**src/rtl/spi_pkg.sv**
```systemverilog
// rtl/spi_pkg.sv - shared SPI master types, mode constants and clock-phase helpers
package spi_pkg;

    typedef enum logic [1:0] {
        IDLE        = 2'd0,
        TRANSFER    = 2'd1,
        CS_INACTIVE = 2'd2
    } spi_state_t;

    localparam int MODE0 = 0;
    localparam int MODE1 = 1;
    localparam int MODE2 = 2;
    localparam int MODE3 = 3;

    // Clock polarity: SCLK idle level
    function automatic logic get_cpol(input int mode);
        return (mode == MODE2) || (mode == MODE3);
    endfunction

    // Clock phase: 1 means data launches on the leading edge and is sampled on the trailing edge
    function automatic logic get_cpha(input int mode);
        return (mode == MODE1) || (mode == MODE3);
    endfunction

endpackage

```
**src/rtl/spi_byte_engine.sv**
```systemverilog
// rtl/spi_byte_engine.sv - one-byte SCLK/MOSI/MISO shifter; receive capture only when SPI_RX_EN is defined
module spi_byte_engine
    import spi_pkg::*;
#(
    parameter int SPI_MODE          = 0,
    parameter int CLKS_PER_HALF_BIT = 2
) (
    input  logic       sys_clk,
    input  logic       i_Rst_L,
    input  logic       i_start,
    input  logic [7:0] i_byte,
    input  logic       i_miso,
    output logic       o_sclk,
    output logic       o_mosi,
    output logic       o_last_edge,
    output logic       o_done,
    output logic [7:0] o_rx_byte
);

    localparam logic CPOL = get_cpol(SPI_MODE);
    localparam logic CPHA = get_cpha(SPI_MODE);
    localparam int   ECW  = $clog2(2 * CLKS_PER_HALF_BIT);
    localparam logic [ECW-1:0] LEAD_AT  = ECW'(CLKS_PER_HALF_BIT - 1);
    localparam logic [ECW-1:0] TRAIL_AT = ECW'(2 * CLKS_PER_HALF_BIT - 1);

    logic           active;
    logic [ECW-1:0] edge_cnt;
    logic [2:0]     bit_cnt;
    logic [7:0]     tx_shift;
    logic           lead_edge;
    logic           trail_edge;
    logic           launch_edge;

    // edge_cnt spans one SCLK period; the leading edge lands mid-period, the trailing edge at its end
    assign lead_edge   = active && (edge_cnt == LEAD_AT);
    assign trail_edge  = active && (edge_cnt == TRAIL_AT);
    assign launch_edge = CPHA ? lead_edge : trail_edge;
    assign o_last_edge = trail_edge && (bit_cnt == 3'd7);

    // SCLK generation, MOSI launch and byte-done pulse
    always_ff @(posedge sys_clk or negedge i_Rst_L) begin
        if (!i_Rst_L) begin
            active   <= 1'b0;
            edge_cnt <= '0;
            bit_cnt  <= 3'd0;
            tx_shift <= 8'h00;
            o_sclk   <= CPOL;
            o_mosi   <= 1'b0;
            o_done   <= 1'b0;
        end else begin
            o_done <= o_last_edge;
            if (i_start) begin
                active   <= 1'b1;
                edge_cnt <= '0;
                bit_cnt  <= 3'd0;
                if (CPHA) begin
                    // bit 7 waits for the first (leading) edge
                    tx_shift <= i_byte;
                end else begin
                    o_mosi   <= i_byte[7];
                    tx_shift <= {i_byte[6:0], 1'b0};
                end
            end else if (active) begin
                if (lead_edge || trail_edge) begin
                    o_sclk <= ~o_sclk;
                end
                if (launch_edge) begin
                    o_mosi   <= tx_shift[7];
                    tx_shift <= {tx_shift[6:0], 1'b0};
                end
                if (trail_edge) begin
                    edge_cnt <= '0;
                    bit_cnt  <= bit_cnt + 3'd1;
                    if (bit_cnt == 3'd7) begin
                        active <= 1'b0;
                    end
                end else begin
                    edge_cnt <= edge_cnt + ECW'(1);
                end
            end
        end
    end

`ifdef SPI_RX_EN
    logic [7:0] rx_shift;
    logic [7:0] rx_sample;
    logic       sample_edge;

    assign sample_edge = CPHA ? trail_edge : lead_edge;
    assign rx_sample   = {rx_shift[6:0], i_miso};

    // MISO capture; in CPHA=1 the final sample coincides with the last edge, so it is folded in directly
    always_ff @(posedge sys_clk or negedge i_Rst_L) begin
        if (!i_Rst_L) begin
            rx_shift  <= 8'h00;
            o_rx_byte <= 8'h00;
        end else begin
            if (i_start) begin
                rx_shift <= 8'h00;
            end else if (sample_edge) begin
                rx_shift <= rx_sample;
            end
            if (o_last_edge) begin
                o_rx_byte <= CPHA ? rx_sample : rx_shift;
            end
        end
    end
`else
    logic unused_miso;

    assign unused_miso = i_miso;
    assign o_rx_byte   = 8'h00;
`endif

endmodule

```
**src/rtl/spi_master_cs.sv**
```systemverilog
// rtl/spi_master_cs.sv - SPI master with automatic multi-byte chip select; receive path gated by SPI_RX_EN
module spi_master_cs
    import spi_pkg::*;
#(
    parameter int SPI_MODE          = 0,
    parameter int CLKS_PER_HALF_BIT = 2,
    parameter int MAX_BYTES_PER_CS  = 2,
    parameter int CS_INACTIVE_CLKS  = 1
) (
    input  logic                                  sys_clk,
    input  logic                                  i_Rst_L,
    input  logic [$clog2(MAX_BYTES_PER_CS+1)-1:0] i_TX_Count,
    input  logic [7:0]                            i_TX_Byte,
    input  logic                                  i_TX_DV,
    output logic                                  o_TX_Ready,
    output logic [$clog2(MAX_BYTES_PER_CS+1)-1:0] o_RX_Count,
    output logic                                  o_RX_DV,
    output logic [7:0]                            o_RX_Byte,
    output logic                                  o_SPI_Clk,
    input  logic                                  i_SPI_MISO,
    output logic                                  o_SPI_MOSI,
    output logic                                  o_SPI_CS_n
);

    localparam int CW = $clog2(MAX_BYTES_PER_CS + 1);
    localparam int IW = $clog2(CS_INACTIVE_CLKS + 2);

    spi_state_t    state_q, state_d;
    logic [CW-1:0] remaining_q, remaining_d;
    logic [CW-1:0] rx_count_q, rx_count_d;
    logic [IW-1:0] inact_q, inact_d;
    logic          cs_n_q, cs_n_d;
    logic          ready_q, ready_d;
    logic [CW-1:0] count_clamped;
    logic          accept;
    logic          last_edge;

    assign accept     = i_TX_DV && ready_q;
    assign o_TX_Ready = ready_q;
    assign o_SPI_CS_n = cs_n_q;
    assign o_RX_Count = rx_count_q;

    // A zero count still moves one byte; oversize counts saturate at the per-CS limit
    always_comb begin
        count_clamped = i_TX_Count;
        if (i_TX_Count == '0) begin
            count_clamped = CW'(1);
        end else if (i_TX_Count > CW'(MAX_BYTES_PER_CS)) begin
            count_clamped = CW'(MAX_BYTES_PER_CS);
        end
    end

    // CS state, byte bookkeeping and handshake next-state
    always_comb begin
        state_d     = state_q;
        remaining_d = remaining_q;
        rx_count_d  = rx_count_q;
        inact_d     = inact_q;
        cs_n_d      = cs_n_q;
        ready_d     = ready_q;
        case (state_q)
            IDLE: begin
                cs_n_d     = 1'b1;
                ready_d    = 1'b1;
                rx_count_d = '0;
                inact_d    = '0;
                if (accept) begin
                    remaining_d = count_clamped;
                    cs_n_d      = 1'b0;
                    ready_d     = 1'b0;
                    state_d     = TRANSFER;
                end
            end
            TRANSFER: begin
                cs_n_d = 1'b0;
                if (accept) begin
                    ready_d = 1'b0;
                end
                // Book-keeping runs on the last edge so ready and the RX count line up with the done pulse
                if (last_edge) begin
                    remaining_d = remaining_q - CW'(1);
                    rx_count_d  = rx_count_q + CW'(1);
                    if (remaining_q <= CW'(1)) begin
                        ready_d = 1'b0;
                        inact_d = '0;
                        state_d = CS_INACTIVE;
                    end else begin
                        ready_d = 1'b1;
                    end
                end
            end
            CS_INACTIVE: begin
                cs_n_d  = 1'b1;
                ready_d = 1'b0;
                if (inact_q == IW'(CS_INACTIVE_CLKS)) begin
                    ready_d    = 1'b1;
                    rx_count_d = '0;
                    state_d    = IDLE;
                end else begin
                    inact_d = inact_q + IW'(1);
                end
            end
            default: begin
                cs_n_d  = 1'b1;
                ready_d = 1'b0;
                state_d = IDLE;
            end
        endcase
    end

    // Controller state register; ready stays low through reset and rises on the first clock after
    always_ff @(posedge sys_clk or negedge i_Rst_L) begin
        if (!i_Rst_L) begin
            state_q     <= IDLE;
            remaining_q <= '0;
            rx_count_q  <= '0;
            inact_q     <= '0;
            cs_n_q      <= 1'b1;
            ready_q     <= 1'b0;
        end else begin
            state_q     <= state_d;
            remaining_q <= remaining_d;
            rx_count_q  <= rx_count_d;
            inact_q     <= inact_d;
            cs_n_q      <= cs_n_d;
            ready_q     <= ready_d;
        end
    end

    spi_byte_engine #(
        .SPI_MODE          (SPI_MODE),
        .CLKS_PER_HALF_BIT (CLKS_PER_HALF_BIT)
    ) u_engine (
        .sys_clk     (sys_clk),
        .i_Rst_L     (i_Rst_L),
        .i_start     (accept),
        .i_byte      (i_TX_Byte),
        .i_miso      (i_SPI_MISO),
        .o_sclk      (o_SPI_Clk),
        .o_mosi      (o_SPI_MOSI),
        .o_last_edge (last_edge),
        .o_done      (o_RX_DV),
        .o_rx_byte   (o_RX_Byte)
    );

endmodule

```
**config.mk**
```make
export PLATFORM = sky130hd
export DESIGN_NAME = spi_master_cs
export DESIGN_NICKNAME = d
export VERILOG_FILES = /design/src/rtl/spi_pkg.sv /design/src/rtl/spi_byte_engine.sv /design/src/rtl/spi_master_cs.sv
export SDC_FILE = /design/constraint.sdc
export NUM_CORES = 1
export LEC_CHECK = 0
export CAP_MARGIN = 40
export CORE_UTILIZATION = 40
export CTS_CLUSTER_DIAMETER = 30
export DETAILED_ROUTE_END_ITERATION = 10
export HOLD_SLACK_MARGIN = 0.08
export PLACE_DENSITY = 0.65
export SYNTH_ARGS = -nofsm -noshare
export SYNTH_HDL_FRONTEND = slang
export SYNTH_SLANG_ARGS = --single-unit
```
**constraint.sdc**
```tcl
create_clock -name sys_clk -period 2.2 [get_ports sys_clk]
set_input_delay 0.33 -clock sys_clk [delete_from_list [all_inputs] [get_ports sys_clk]]
set_output_delay 0.33 -clock sys_clk [all_outputs]
set_load 0.01 [all_outputs]
```
==> flow_summary.toml <==
[clock_network]
holdBufCountCts = 0
clock_path_buffers = 2
cts.sinks = 26
htree_levels = 1
clkTransAtPathRegs_ns = 0.14
root_buffer = "clkbuf_4"
ctsResizeCount = 0
cts_setup_buffers = 0
cts_tree = "built"
clock_latency_ns = 0.32
cts_buffers = 3

[placement]
dp_hpwl_mm = 1.72
globalplace.congestion = 0.736
placed_cells = 193
portBuffers = 18
pre_cts_ws_ns = 0.494

[timing]
fmax_ghz = 0.586
fin_worst_skew_ns = 0.00702
hold_violations = 0
worstMarginPinSlew_ns = 0.507
tns_ns = 0
period_minus_slack_ns = 1.71
setup_ws_ns = 0.494
relSlewSlack = 0.661
rsz0062_at_grt = "false"
min_period_over_period = 0.775
slew_violations = 0
finalSetupViolations = 0

[yosys]
synth_xor_area_frac = 0.0189
synth_compound_area_frac = 0.155
yosys_warnings = 0
synth_top_area_share = 0.449
synthAdderAreaFrac = 0.0539
synth_area_per_cell_um2 = 10.3
yosys.area.top_type = "dfrtp_1"
synthMuxAreaShare = 0.0575
synth_area_um2 = 1390
synth_top_family_by_area = "compound AO/OA/AOI/OAI gates"
yosysSeqAreaShare = 0.468
synth_async_sr_flop_share = 1.00
dominantRegCellSynth = "dfrtp_1"
synthSimpleGateAreaFrac = 0.148
ys_top_cells_by_area = "dfrtp_1 45%, mux2i_1 5.8%, buf_4 5.4%"
syn_inst = 135
synth_cell_types = 41
synth_edf_count = 0
synth_seq_cells = 26

[power]
power_mw = 1.88
power.density_nw_per_um2 = 1160
p_leak_nw = 0.760
ir_drop_v = 0.000416

[worst_hold_path]
worstHoldPathType = "in2async"

[global_route]
grt_pass1_wl_mm = 3.93
antenna_found_initial = 0
grt.total_usage = 0.145
grt_max_degree = 27
gr-total-overflow = 0
first_global_vias = 883

[critical_path]
worstPathMaxFanout = 1
crit_buf_inv = 1
crit_arrival_ns = 1.38
startpoint_type = "register"
cp_slowest_cell = "dfstp_2"
end_kind = "output pin"
path_cells = "clkdlybuf4s50_1"
worstPathRequired_ns = 1.87
critPathTopFamily = "flip-flops"
critical_path_class = "reg2out"
slowest_delay_ns = 0.54

[drt]
avgViaCountPerCell = 4.95
first_iter_violations = 59
drc = 0
vias = 975
drt-total-wl_mm = 2.40
ant_nets = 0
wl_per_cell_um = 12.2
firstDrtPassIters = 4

[floorplanning]
start_util = 0.417
boundaryPins = 29
fp.dieArea_um2 = 3720
row_count = 21
fp.dieH_um = 61.0
die_w_um = 61.0
core_um2 = 3340

[layout]
fin_cells = 197
fillers = 336
diodes = 0
area_delta_synth_final_pct = 16.1
drive_gt1_frac = 0.0795
layout_common_cells = "25 x dfrtp_1, 18 x clkdlybuf4s50_1, 13 x nand2_1"
fin_nets = 172
layout.cells.most_common = "dfrtp_1"

[outcome]
status = "completed"

[job]
maxCapViolations = 0
cells in the mapped netlist, types with 3 or more instances:
library cell,instances
nor2_1,6
a21oi_1,5
nand2_1,13
o21ai_0,12
mux2i_1,8
buf_4,10
ha_1,6
a211oi_1,3
inv_1,5
dfrtp_1,25
kinds of logic (layout without fill, tap and decap cells):
family                     after synthesis  count (layout)
xor gates and xnor gates                 3               3
AOI/OAI and AO/OA                       34              34
other                                    1               8
and+or+nand+nor                         36              36
adders and majority gates                6               6
muxes                                    8               8
DFF                                     26              26
buffers and inverters                   21              30
area by class of cell:
cell class	instances	area (um2)	share of cell area
tap	46	57.6	0.0356
multi-input combinational	95	633	0.392
timing repair buffer	21	203	0.125
clock inverter	1	30.0	0.0186
inverter	5	18.8	0.0116
clock buffer	3	22.5	0.0139
sequential	26	652	0.403
layer usage:
layer / up-vias / GRT usage / wire length (um)
met3: 2 / 0.0256 / 60
li1: 485 / - / -
met1: 475 / 0.193 / 1150
met2: 13 / 0.234 / 1180
met4: 0 / 0.0584 / 13
met5: - / 0 / 0
through the flow:
stage / util / hold slack, ns / instance area [um2]
finish: 0.484 / 0.369 / 1620
global route: 0.484 / 0.362 / 1620
CTS: 0.484 / 0.368 / 1620
detailed placement: 0.469 / 0.465 / 1560
global placement: 0.469 / 0.460 / 1560
floorplan: - / 0.0344 / 1420
power by group:
group | internal [mW] | switching (mW) | leakage [nW]
clock | 0.184 | 0.138 | 0.0279
sequential | 0.665 | 0.178 | 0.327
combinational | 0.373 | 0.345 | 0.406
path summary, 6_finish.rpt:
path | from | to | slack [ns] | cells past startpoint
worst max-delay path | o_SPI_CS_n$_DFF_PN1_ | o_SPI_CS_n | 0.49 | 1
worst min-delay path | i_Rst_L | o_TX_Ready$_DFFE_PN0P_ | 0.37 | 2
worst max register to register | u_engine.edge_cnt[0]$_DFFE_PN0P_ | u_engine.tx_shift[3]$_DFFE_PN0P_ | 0.51 | 4
worst min register to register | u_engine.o_sclk$_DFFE_PN0P_ | u_engine.o_sclk$_DFFE_PN0P_ | 0.48 | 1
max in group asynchronous | i_Rst_L | o_SPI_CS_n$_DFF_PN1_ | 1.54 | 2
min in group sys_clk | u_engine.o_sclk$_DFFE_PN0P_ | u_engine.o_sclk$_DFFE_PN0P_ | 0.48 | 1
state kept, by name (all words and copies together) (netlist names), 2 cells and up:
name	flops
o_RX_Count	2
u_engine.tx_shift	7
state_q	2
remaining_q	2
u_engine.bit_cnt	3
u_engine.edge_cnt	2
inact_q	2
Power figures use the tool's default switching activity.
